## config.mk

```make
export PLATFORM = sky130hd
export DESIGN_NAME = spi_master_arbiter
export DESIGN_NICKNAME = d
export VERILOG_FILES = /design/src/rtl/spi_master_arbiter.sv
export SDC_FILE = /design/constraint.sdc
export NUM_CORES = 1
export LEC_CHECK = 0
export ABC_AREA = 0
export BUFFER_PORTS_ARGS = -buffer_cell sky130_fd_sc_hd__buf_2
export CAP_MARGIN = 20
export CORE_MARGIN = 8
export CORE_UTILIZATION = 38
export CTS_BUF_LIST = sky130_fd_sc_hd__clkbuf_8 sky130_fd_sc_hd__clkbuf_16
export CTS_CLUSTER_DIAMETER = 150
export DETAILED_ROUTE_END_ITERATION = 8
export MAX_ROUTING_LAYER = met4
export PLACE_DENSITY_LB_ADDON = 0.1
export REMOVE_ABC_BUFFERS = 1
export SLEW_MARGIN = 5
export SYNTH_ARGS = -nofsm -noshare
export SYNTH_HDL_FRONTEND = slang
export SYNTH_SLANG_ARGS = --single-unit
export TNS_END_PERCENT = 5
```

## constraint.sdc

```tcl
create_clock -name i_clock -period 8.2 [get_ports i_clock]
set_clock_uncertainty 0.2 [all_clocks]
set_input_delay 1.64 -clock i_clock [delete_from_list [all_inputs] [get_ports i_clock]]
set_output_delay 1.64 -clock i_clock [all_outputs]
set_load 0.005 [all_outputs]
```

## src/rtl/spi_master_arbiter.sv

```systemverilog
// spi_master_arbiter
//
// Round-robin scheduler that lets NUM_REQUESTERS clients share one SPI master.
// Each client hands over a single word together with its own SPI mode
// (CPOL/CPHA) and clock divider. The arbiter grants one client at a time,
// loads that client's configuration into the master while the master is
// disabled, runs the transfer and returns the received word to that client.
//
// Optional feature (compile-time macro SPI_ARB_TIMEOUT_EN):
//   defined   -> a watchdog aborts a transfer whose done never arrives
//   undefined -> no watchdog is built and o_rsp_timeout is tied to 0
//
// Ports:
//   i_clock, i_reset         system clock, synchronous active-high reset
//   i_req_valid / o_req_ready per-client request and one-hot accept strobe
//   i_req_data               client TX words, client k at [k*W +: W]
//   i_req_cpol / i_req_cpha  per-client SPI mode
//   i_req_divider            per-client divider, client k at [k*D +: D]
//   o_rsp_valid              one-cycle response pulse to the owning client
//   o_rsp_data               received word, valid with o_rsp_valid
//   o_rsp_timeout            response was produced by the watchdog
//   o_spi_*                  enable, mode, divider and TX data to the master
//   i_spi_data_out           received word from the master
//   i_spi_done               transfer complete strobe from the master
//   o_spi_cs_sel             one-hot device select (gated externally with cs_n)
//   o_busy                   arbiter is not idle
module spi_master_arbiter #(
  parameter int NUM_REQUESTERS          = 4,
  parameter int SPI_CLOCK_DIVIDER_WIDTH = 4,
  parameter int SPI_DATA_WIDTH          = 8,
  parameter int GAP_CYCLES              = 2,
  parameter int TIMEOUT_WIDTH           = 16
) (
  input  logic                                              i_clock,
  input  logic                                              i_reset,
  input  logic [NUM_REQUESTERS-1:0]                         i_req_valid,
  output logic [NUM_REQUESTERS-1:0]                         o_req_ready,
  input  logic [NUM_REQUESTERS*SPI_DATA_WIDTH-1:0]          i_req_data,
  input  logic [NUM_REQUESTERS-1:0]                         i_req_cpol,
  input  logic [NUM_REQUESTERS-1:0]                         i_req_cpha,
  input  logic [NUM_REQUESTERS*SPI_CLOCK_DIVIDER_WIDTH-1:0] i_req_divider,
  output logic [NUM_REQUESTERS-1:0]                         o_rsp_valid,
  output logic [SPI_DATA_WIDTH-1:0]                         o_rsp_data,
  output logic                                              o_rsp_timeout,
  output logic                                              o_spi_enable,
  output logic                                              o_spi_clock_polarity,
  output logic                                              o_spi_clock_phase,
  output logic [SPI_CLOCK_DIVIDER_WIDTH-1:0]                o_spi_clock_divider,
  output logic [SPI_DATA_WIDTH-1:0]                         o_spi_data_in,
  input  logic [SPI_DATA_WIDTH-1:0]                         i_spi_data_out,
  input  logic                                              i_spi_done,
  output logic [NUM_REQUESTERS-1:0]                         o_spi_cs_sel,
  output logic                                              o_busy
);

  localparam int PTR_W = (NUM_REQUESTERS > 1) ? $clog2(NUM_REQUESTERS) : 1;
  localparam int GAP_W = $clog2(GAP_CYCLES + 1);

  typedef enum logic [1:0] {
    ST_IDLE,
    ST_SETUP,
    ST_XFER,
    ST_GAP
  } state_t;

  state_t                               state_q, state_d;
  logic [PTR_W-1:0]                     rr_ptr_q, rr_ptr_d;
  logic [PTR_W-1:0]                     grant_q, grant_d;
  logic [SPI_DATA_WIDTH-1:0]            data_q, data_d;
  logic                                 cpol_q, cpol_d;
  logic                                 cpha_q, cpha_d;
  logic [SPI_CLOCK_DIVIDER_WIDTH-1:0]   div_q, div_d;
  logic [NUM_REQUESTERS-1:0]            cs_sel_q, cs_sel_d;
  logic [SPI_DATA_WIDTH-1:0]            rx_q, rx_d;
  logic [GAP_W-1:0]                     gap_cnt_q, gap_cnt_d;

`ifdef SPI_ARB_TIMEOUT_EN
  logic [TIMEOUT_WIDTH-1:0]             wdog_q, wdog_d;
  logic [TIMEOUT_WIDTH-1:0]             wdog_inc;
  logic                                 wdog_expire;
  logic                                 tout_q, tout_d;
`else
  logic                                 unused_timeout_width;
  assign unused_timeout_width = (TIMEOUT_WIDTH != 0);
`endif

  logic                                 arb_found;
  logic [PTR_W-1:0]                     arb_idx;
  logic [SPI_DATA_WIDTH-1:0]            sel_data;
  logic                                 sel_cpol;
  logic                                 sel_cpha;
  logic [SPI_CLOCK_DIVIDER_WIDTH-1:0]   sel_div;
  logic                                 rsp_fire;

  function automatic logic [NUM_REQUESTERS-1:0] one_hot(input logic [PTR_W-1:0] idx);
    one_hot = {{(NUM_REQUESTERS-1){1'b0}}, 1'b1} << idx;
  endfunction

  // Round-robin search: first valid client at or above rr_ptr, wrapping.
  always_comb begin
    int cand_int;
    logic [PTR_W-1:0] cand;
    arb_found = 1'b0;
    arb_idx   = '0;
    cand_int  = 0;
    cand      = '0;
    for (int i = 0; i < NUM_REQUESTERS; i++) begin
      cand_int = int'(rr_ptr_q) + i;
      if (cand_int >= NUM_REQUESTERS) begin
        cand_int = cand_int - NUM_REQUESTERS;
      end
      cand = PTR_W'(cand_int);
      if (!arb_found && i_req_valid[cand]) begin
        arb_found = 1'b1;
        arb_idx   = cand;
      end
    end
  end

  // Pick the granted client's fields out of the packed request buses.
  always_comb begin
    sel_data = '0;
    sel_cpol = 1'b0;
    sel_cpha = 1'b0;
    sel_div  = '0;
    for (int k = 0; k < NUM_REQUESTERS; k++) begin
      if (arb_idx == PTR_W'(k)) begin
        sel_data = i_req_data[k*SPI_DATA_WIDTH +: SPI_DATA_WIDTH];
        sel_cpol = i_req_cpol[k];
        sel_cpha = i_req_cpha[k];
        sel_div  = i_req_divider[k*SPI_CLOCK_DIVIDER_WIDTH +: SPI_CLOCK_DIVIDER_WIDTH];
      end
    end
  end

`ifdef SPI_ARB_TIMEOUT_EN
  // Expire on the XFER cycle whose increment would reach the all-ones count,
  // so the master is enabled for exactly 2^TIMEOUT_WIDTH-1 cycles.
  assign wdog_inc    = wdog_q + TIMEOUT_WIDTH'(1);
  assign wdog_expire = &wdog_inc;
`endif

  // Next-state logic. Transfer registers only load on accept in IDLE, so the
  // master's configuration can only change while its enable is low.
  always_comb begin
    state_d   = state_q;
    rr_ptr_d  = rr_ptr_q;
    grant_d   = grant_q;
    data_d    = data_q;
    cpol_d    = cpol_q;
    cpha_d    = cpha_q;
    div_d     = div_q;
    cs_sel_d  = cs_sel_q;
    rx_d      = rx_q;
    gap_cnt_d = gap_cnt_q;
`ifdef SPI_ARB_TIMEOUT_EN
    wdog_d    = wdog_q;
    tout_d    = tout_q;
`endif
    case (state_q)
      ST_IDLE: begin
        if (arb_found) begin
          grant_d  = arb_idx;
          data_d   = sel_data;
          cpol_d   = sel_cpol;
          cpha_d   = sel_cpha;
          // A divider of zero would stall the master, so it runs at 1.
          div_d    = (sel_div == '0) ? SPI_CLOCK_DIVIDER_WIDTH'(1) : sel_div;
          cs_sel_d = one_hot(arb_idx);
          rr_ptr_d = (arb_idx == PTR_W'(NUM_REQUESTERS - 1)) ? '0 : arb_idx + PTR_W'(1);
          state_d  = ST_SETUP;
        end
      end
      ST_SETUP: begin
        gap_cnt_d = '0;
`ifdef SPI_ARB_TIMEOUT_EN
        wdog_d    = '0;
`endif
        state_d   = ST_XFER;
      end
      ST_XFER: begin
        // Done wins over a watchdog expiry in the same cycle.
        if (i_spi_done) begin
          rx_d    = i_spi_data_out;
`ifdef SPI_ARB_TIMEOUT_EN
          tout_d  = 1'b0;
`endif
          state_d = ST_GAP;
`ifdef SPI_ARB_TIMEOUT_EN
        end else if (wdog_expire) begin
          rx_d    = '0;
          tout_d  = 1'b1;
          state_d = ST_GAP;
        end else begin
          wdog_d  = wdog_inc;
`endif
        end
      end
      ST_GAP: begin
        if (gap_cnt_q == GAP_W'(GAP_CYCLES - 1)) begin
          gap_cnt_d = '0;
          cs_sel_d  = '0;
          state_d   = ST_IDLE;
        end else begin
          gap_cnt_d = gap_cnt_q + GAP_W'(1);
        end
      end
      default: state_d = ST_IDLE;
    endcase
  end

  // State register with synchronous reset; an in-flight transfer is dropped.
  always_ff @(posedge i_clock) begin
    if (i_reset) begin
      state_q   <= ST_IDLE;
      rr_ptr_q  <= '0;
      grant_q   <= '0;
      data_q    <= '0;
      cpol_q    <= 1'b0;
      cpha_q    <= 1'b0;
      div_q     <= '0;
      cs_sel_q  <= '0;
      rx_q      <= '0;
      gap_cnt_q <= '0;
`ifdef SPI_ARB_TIMEOUT_EN
      wdog_q    <= '0;
      tout_q    <= 1'b0;
`endif
    end else begin
      state_q   <= state_d;
      rr_ptr_q  <= rr_ptr_d;
      grant_q   <= grant_d;
      data_q    <= data_d;
      cpol_q    <= cpol_d;
      cpha_q    <= cpha_d;
      div_q     <= div_d;
      cs_sel_q  <= cs_sel_d;
      rx_q      <= rx_d;
      gap_cnt_q <= gap_cnt_d;
`ifdef SPI_ARB_TIMEOUT_EN
      wdog_q    <= wdog_d;
      tout_q    <= tout_d;
`endif
    end
  end

  // The response pulse is the first GAP cycle.
  assign rsp_fire = (state_q == ST_GAP) && (gap_cnt_q == '0);

  assign o_req_ready          = (state_q == ST_IDLE && arb_found) ? one_hot(arb_idx) : '0;
  assign o_rsp_valid          = rsp_fire ? one_hot(grant_q) : '0;
  assign o_rsp_data           = rsp_fire ? rx_q : '0;
`ifdef SPI_ARB_TIMEOUT_EN
  assign o_rsp_timeout        = rsp_fire & tout_q;
`else
  assign o_rsp_timeout        = 1'b0;
`endif
  assign o_spi_enable         = (state_q == ST_XFER);
  assign o_spi_clock_polarity = cpol_q;
  assign o_spi_clock_phase    = cpha_q;
  assign o_spi_clock_divider  = div_q;
  assign o_spi_data_in        = data_q;
  assign o_spi_cs_sel         = cs_sel_q;
  assign o_busy               = (state_q != ST_IDLE);

endmodule

```

==> metrics, run 1 <==
critical path type=primary input to output port; Hold Violations, Final=0; detailed-route DRC error count=0; vias in the first global route=roughly 2200; first-pass GRT wire length=10900 microns; Post-Syn Area=2180 sq um; initial core utilization=between 30 and 40%; ys flop type=dfxtp_1; CORE AREA=between 5000 and 6000 sq um; met1 Use GR=around a fifth; clock sinks=34; FP Rows=27; Util after Layout=50.2%; # port buffers=around 110; I/O pin cnt=about 110; number of synthesis warnings=0; fin crit share=69.7%; CP Launch Type=primary input; die area=8420 sq um; H-tree depth=2; # Max-Cap Violations=0; CTS tree=yes; Worst-path clk slew=0.07 ns; status=finished, final reports clean; Finish-stage setup viols=0; Area after DPL=between 2000 and 3000 sq um; Area Overhead vs Synth=27.5%; wirelength, routed=about 6700 microns; TNS Setup=0 ns; Root Buffer=clkbuf_8; Initial DRC Count=76; Final nets=between 400 and 500; Max Slew Vio Count=0; initial antenna violation count=0; antenna fix cells=0; Clock Latency Late Sink=~0.28 ns; commonest non-fill, non-tap cells in the layout=buf_2 (106), dfxtp_1 (34), a21oi_1 (31); via/cell ratio=slightly above 5; maximum vdd ir drop=approximately 0.17 mV; syn avg cell area=approximately 8 sq um; FF+latch count, synth=34; layout cells sized above 1=35.3%; Reg area=681 sq um; dpl hpwl=around 5000 microns; cts hold-fix bufs=0; Seq/Total Area, Yosys=roughly 31%; Multi-input gate area=around 1300 sq um; Global Route met3 Usage=between 4 and 5%; final instance area=around 2800 sq um; Final Critical Period=around 5.7 ns; total track usage=between 15 and 20%; count of cell types in the netlist=48; Critical Path Fanout Max=28; DR vias=2253; grt peak-use layer=met2; Slew headroom=between 30% and 40%; commonest non-fill, non-tap cell in the layout=buf_2; EDFF count, synth=0; RSZ-0062 raised after global routing=false; Max Clk Rate=~170 MHz; P_leak=1.35 nW; Die X=between 90 and 100 microns; die height=91.7 microns; Routed Antenna Nets=0; largest net degree at the start of global routing=31; critical path data arrival time=~3.9 ns; routability cong.=about 0.75; Mapped Cells=272; fill count=594; asr flop ratio synth=0%; M2 GR Usage=25.5%; post-CTS setup buffers=0; WL per Instance=between 15 and 20 microns; drt first pass iters=4; worst-margin pin slew=around 0.93 ns; worst hold path type=flop to flop; crit path capture type=output port; grt total ovfl=0; CTS Buf Count=5; post_cts resized=0; Worst Path Required=~6.4 ns; Max clock buf depth=2; pwr dens=about 320 nW/um^2; total power=896 uW
-- layout make-up --
type / count / area share (%)
multi-input cells: 198 / 46.9
flip-flops and latches: 34 / 24.5
repair buffers: 107 / 19.5
well taps: 72 / 3.24
clock buffers: 6 / 2.97
inverters: 18 / 2.43
clock inverters: 2 / 0.450
-- logic make-up after synthesis --
logic type	share of synthesized area, %
fa+ha+maj	5.17
flops	31.2
simple gates	30.2
other cells	0.172
compound gates	24.3
buf+inv	8.95
-- sequential cells by signal, summed over array words and instances (netlist names) --
register / cells
o_spi_cs_sel: 4
o_spi_clock_phase: 1
o_spi_data_in: 8
rr_ptr_q: 2
gap_cnt_q: 2
state_q: 2
rx_q: 8
o_spi_clock_divider: 4
grant_q: 2
o_spi_clock_polarity: 1
-- through the flow --
stage                     hold slack [ns]  std cells  setup WS (ns)
after floorplan                     0.226        250           3.03
after global routing                0.277        437           2.29
after global placement              0.238        428           2.55
final                               0.251        437           2.48
after CTS                           0.254        436           2.50
after detailed placement            0.243        428           2.50
-- power by group --
part / internal (mW) / switching, mW / total (mW)
clock: 0.0675 / 0.0646 / 0.132
combinational: 0.219 / 0.293 / 0.512
sequential: 0.220 / 0.0316 / 0.251
total: 0.507 / 0.389 / 0.896
-- Yosys cell counts, types with 3 or more instances --
master    count  area, sq um
nor3_2       10          100
dfxtp_1      34          681
o21ai_0       8         40.0
buf_2         5         25.0
and2_1       11         68.8
a21oi_1      31          155
ha_1          9          113
a221oi_1     10         87.6
o211a_1       4         40.0
a211oi_1     10         75.1
nor2b_1       5         31.3
nand4b_1      3         26.3
nand3_1       8         40.0
and3_1        5         31.3
nor2_1       20         75.1
nand2_1      22         82.6
inv_1        18         67.6
nand2b_1      3         18.8
clkbuf_1     11         41.3
nand3b_1     10         75.1
-- per-layer routing --
layer | routed length (microns) | part of all wire, %
met3 | 374 | 5.6
met5 | 0 | 0
met2 | 3170 | 48
met4 | 110 | 1.6
met1 | 3010 | 45
-- critical path: stages --
cell and delay, ns:
buf_2 0.12, or4_1 0.73, nand2_1 0.19, ha_1 0.79, and3_1 0.28, buf_2 0.12
-- final timing paths --
kind         cells past startpoint                             endpoint  slack (ns)                startpoint
max                              6                       o_req_ready[2]        2.48            i_req_valid[0]
min reg2reg                      2                 rx_q[0]$_SDFFE_PP0P_        0.25      rx_q[0]$_SDFFE_PP0P_
max reg2reg                      9  o_spi_clock_divider[0]$_SDFFE_PP0P_        5.02  rr_ptr_q[0]$_SDFFE_PP0P_
min                              2                 rx_q[0]$_SDFFE_PP0P_        0.25      rx_q[0]$_SDFFE_PP0P_
No activity file was read; power rests on OpenSTA's default activity.
==> inputs of run 2 (changes only) <==
- clock period: 8.2 -> 5.6 ns (I/O delays scaled with it)
==> metrics, run 2 (synthesis gave the netlist of run 1 again) <==
via/cell ratio=5.10 (was 5.16); I/O pin cnt=108 (unchanged); Root Buffer=clkbuf_8 (unchanged); CP endpoint=o_req_ready[3] (was o_req_ready[2]); crit path capture type=output port (unchanged); critical path's slowest cell=ha_1 (unchanged); H-tree depth=2 (unchanged); P_leak=1.35 nW (about the same); R2R Setup Slk=2.56 ns (was 5.02 ns); Critical R2R Capture=o_spi_cs_sel[3]$_SDFFE_PP0P_ (was o_spi_clock_divider[0]$_SDFFE_PP0P_); status=finished, final reports clean (unchanged); initial core utilization=39.3% (unchanged); first-pass GRT wire length=10800 microns (was 10900 microns); internal power component=742 uW (was 507 uW); Critical Path Fanout Max=27 (was 28); Max clock buf depth=2 (unchanged); Area Overhead vs Synth=27.8% (was 27.5%); final instance area=2790 sq um (was 2780 sq um); sw power=564 uW (was 389 uW); post-CTS setup buffers=0 (unchanged); Slew headroom=39.6% (was 37.7%); Clock Latency Late Sink=0.28 ns (about the same); WL per Instance=14.7 microns (was 15.3 microns); Worst Path Required=4.28 ns (was 6.36 ns); CP Launch Type=primary input (unchanged); Routed Antenna Nets=0 (unchanged); Max Slew Vio Count=0 (unchanged); die height=91.7 microns (unchanged); cts hold-fix bufs=0 (unchanged); Top cell by count, worst path=buf_2 (unchanged); critical path data arrival time=3.21 ns (was 3.88 ns); commonest non-fill, non-tap cell in the layout=buf_2 (unchanged); detailed-route DRC error count=0 (unchanged); # port buffers=106 (unchanged); Util after Layout=50.3% (was 50.2%); # Max-Cap Violations=0 (unchanged); worst-margin pin slew=0.907 ns (was 0.934 ns); R2R cell count=8 (was 9); Clock power frac=14.8% (about the same); commonest non-fill, non-tap cells in the layout=buf_2 (106), dfxtp_1 (34), a21oi_1 (31) (unchanged); Final Critical Period=between 4 and 5 ns; CP max stage delay=0.75 ns (was 0.79 ns); antenna fix cells=0 (unchanged); Gate power share=57.2% (about the same); layout cells sized above 1=35.5% (was 35.3%); Worst setup startpoint=i_req_valid[2] (was i_req_valid[0]); initial antenna violation count=0 (unchanged); Hold Violations, Final=0 (unchanged); clock sinks=34 (unchanged); wirelength, routed=6450 microns (was 6670 microns); TNS Setup=0 ns (unchanged); drt first pass iters=4 (unchanged); Worst-path clk slew=0.07 ns (about the same); maximum vdd ir drop=0.277 mV (was 0.168 mV); Max Clk Rate=221 MHz; worst hold path type=flop to flop (unchanged); Die X=91.7 microns (unchanged); dpl hpwl=4890 microns (was 4980 microns); Finish-stage setup viols=0 (unchanged); sequential share of power=28.0% (was 28.1%); Final nets=445 (was 444); critical path type=primary input to output port (unchanged); pwr dens=469 nW/um^2 (was 322 nW/um^2); reg2reg start=rr_ptr_q[0]$_SDFFE_PP0P_ (unchanged); die area=8420 sq um (unchanged); DR vias=2232 (was 2253); CORE AREA=5540 sq um (unchanged); CTS Buf Count=5 (unchanged); grt total ovfl=0 (unchanged); CTS tree=yes (unchanged); Net Sw Frac=43.2% (was 43.4%); fin crit share=between 80% and 90%; cell breakdown of the critical path=buf_2 -> nor2b_1 -> o21ai_0 -> and3_1 -> and2_1 -> ha_1 -> inv_1 -> nor2_1 -> buf_2 (was buf_2 -> or4_1 -> nand2_1 -> ha_1 -> and3_1 -> buf_2); FP Rows=27 (unchanged); routability cong.=0.762 (was 0.751); total track usage=16.0% (was 16.2%); Area after DPL=2680 sq um (was 2670 sq um); Initial DRC Count=115 (was 76); vias in the first global route=2273 (was 2248); RSZ-0062 raised after global routing=false (unchanged); post_cts resized=0 (unchanged); largest net degree at the start of global routing=31 (unchanged)
## run 2: worst min-delay path by stage
stage,start,to,slack [ns],cells past startpoint
floorplan,rx_q[0]$_SDFFE_PP0P_,rx_q[0]$_SDFFE_PP0P_,0.23,2
global placement,rx_q[2]$_SDFFE_PP0P_,rx_q[2]$_SDFFE_PP0P_,0.24,2
detailed placement,rx_q[7]$_SDFFE_PP0P_,rx_q[7]$_SDFFE_PP0P_,0.24,2
CTS,rx_q[7]$_SDFFE_PP0P_,rx_q[7]$_SDFFE_PP0P_,0.25,2
global route,rx_q[0]$_SDFFE_PP0P_,rx_q[0]$_SDFFE_PP0P_,0.28,2
finish,rx_q[6]$_SDFFE_PP0P_,rx_q[6]$_SDFFE_PP0P_,0.25,2
## run 2: per-stage QoR
step / setup WS, ns / std cells / power (mW) / hold WS [ns]
floorplan: 1.47 / 250 / 0.883 / 0.226
global placement: 1.08 / 429 / 1.11 / 0.240
detailed placement: 1.09 / 429 / 1.12 / 0.244
CTS: 1.08 / 437 / 1.31 / 0.254
global route: 0.816 / 438 / 1.44 / 0.276
finish: 1.07 / 438 / 1.31 / 0.252
## run 2: metal layers
metal | GRT usage (%) | routed length, microns
met5 | - | 0
met1 | 18.7 | 2870
met2 | 25.0 | 3050
met4 | 6.17 | 90
met3 | 5.22 | 437
## run 2: worst max-delay path: cells and delay by family
| kind | cells | cell delay (ns) |
|---|---|---|
| AND/OR/NAND/NOR | 4 | 0.64 |
| AO/OA/AOI/OAI | 1 | 0.22 |
| adder cells (fa/ha/maj) | 1 | 0.75 |
| buffers and inverters | 3 | 0.47 |
## run 2: power groups by stage
stage / Clock (mW) / Combinational, mW / Sequential [mW]
after floorplan: 0 / 0.511 / 0.372
after global placement: 0 / 0.740 / 0.370
after detailed placement: 0 / 0.745 / 0.371
after CTS: 0.201 / 0.747 / 0.366
after global routing: 0.213 / 0.854 / 0.376
final: 0.193 / 0.748 / 0.366
## run 2: layout make-up
cell class | count | area, sq um
sequential | 34 | 681
clock buffer | 6 | 82.6
multi-input combinational | 198 | 1300
tap | 72 | 90.1
timing repair buffer | 108 | 549
fill | 587 | 2750
clock inverter | 2 | 12.5
inverter | 18 | 67.6
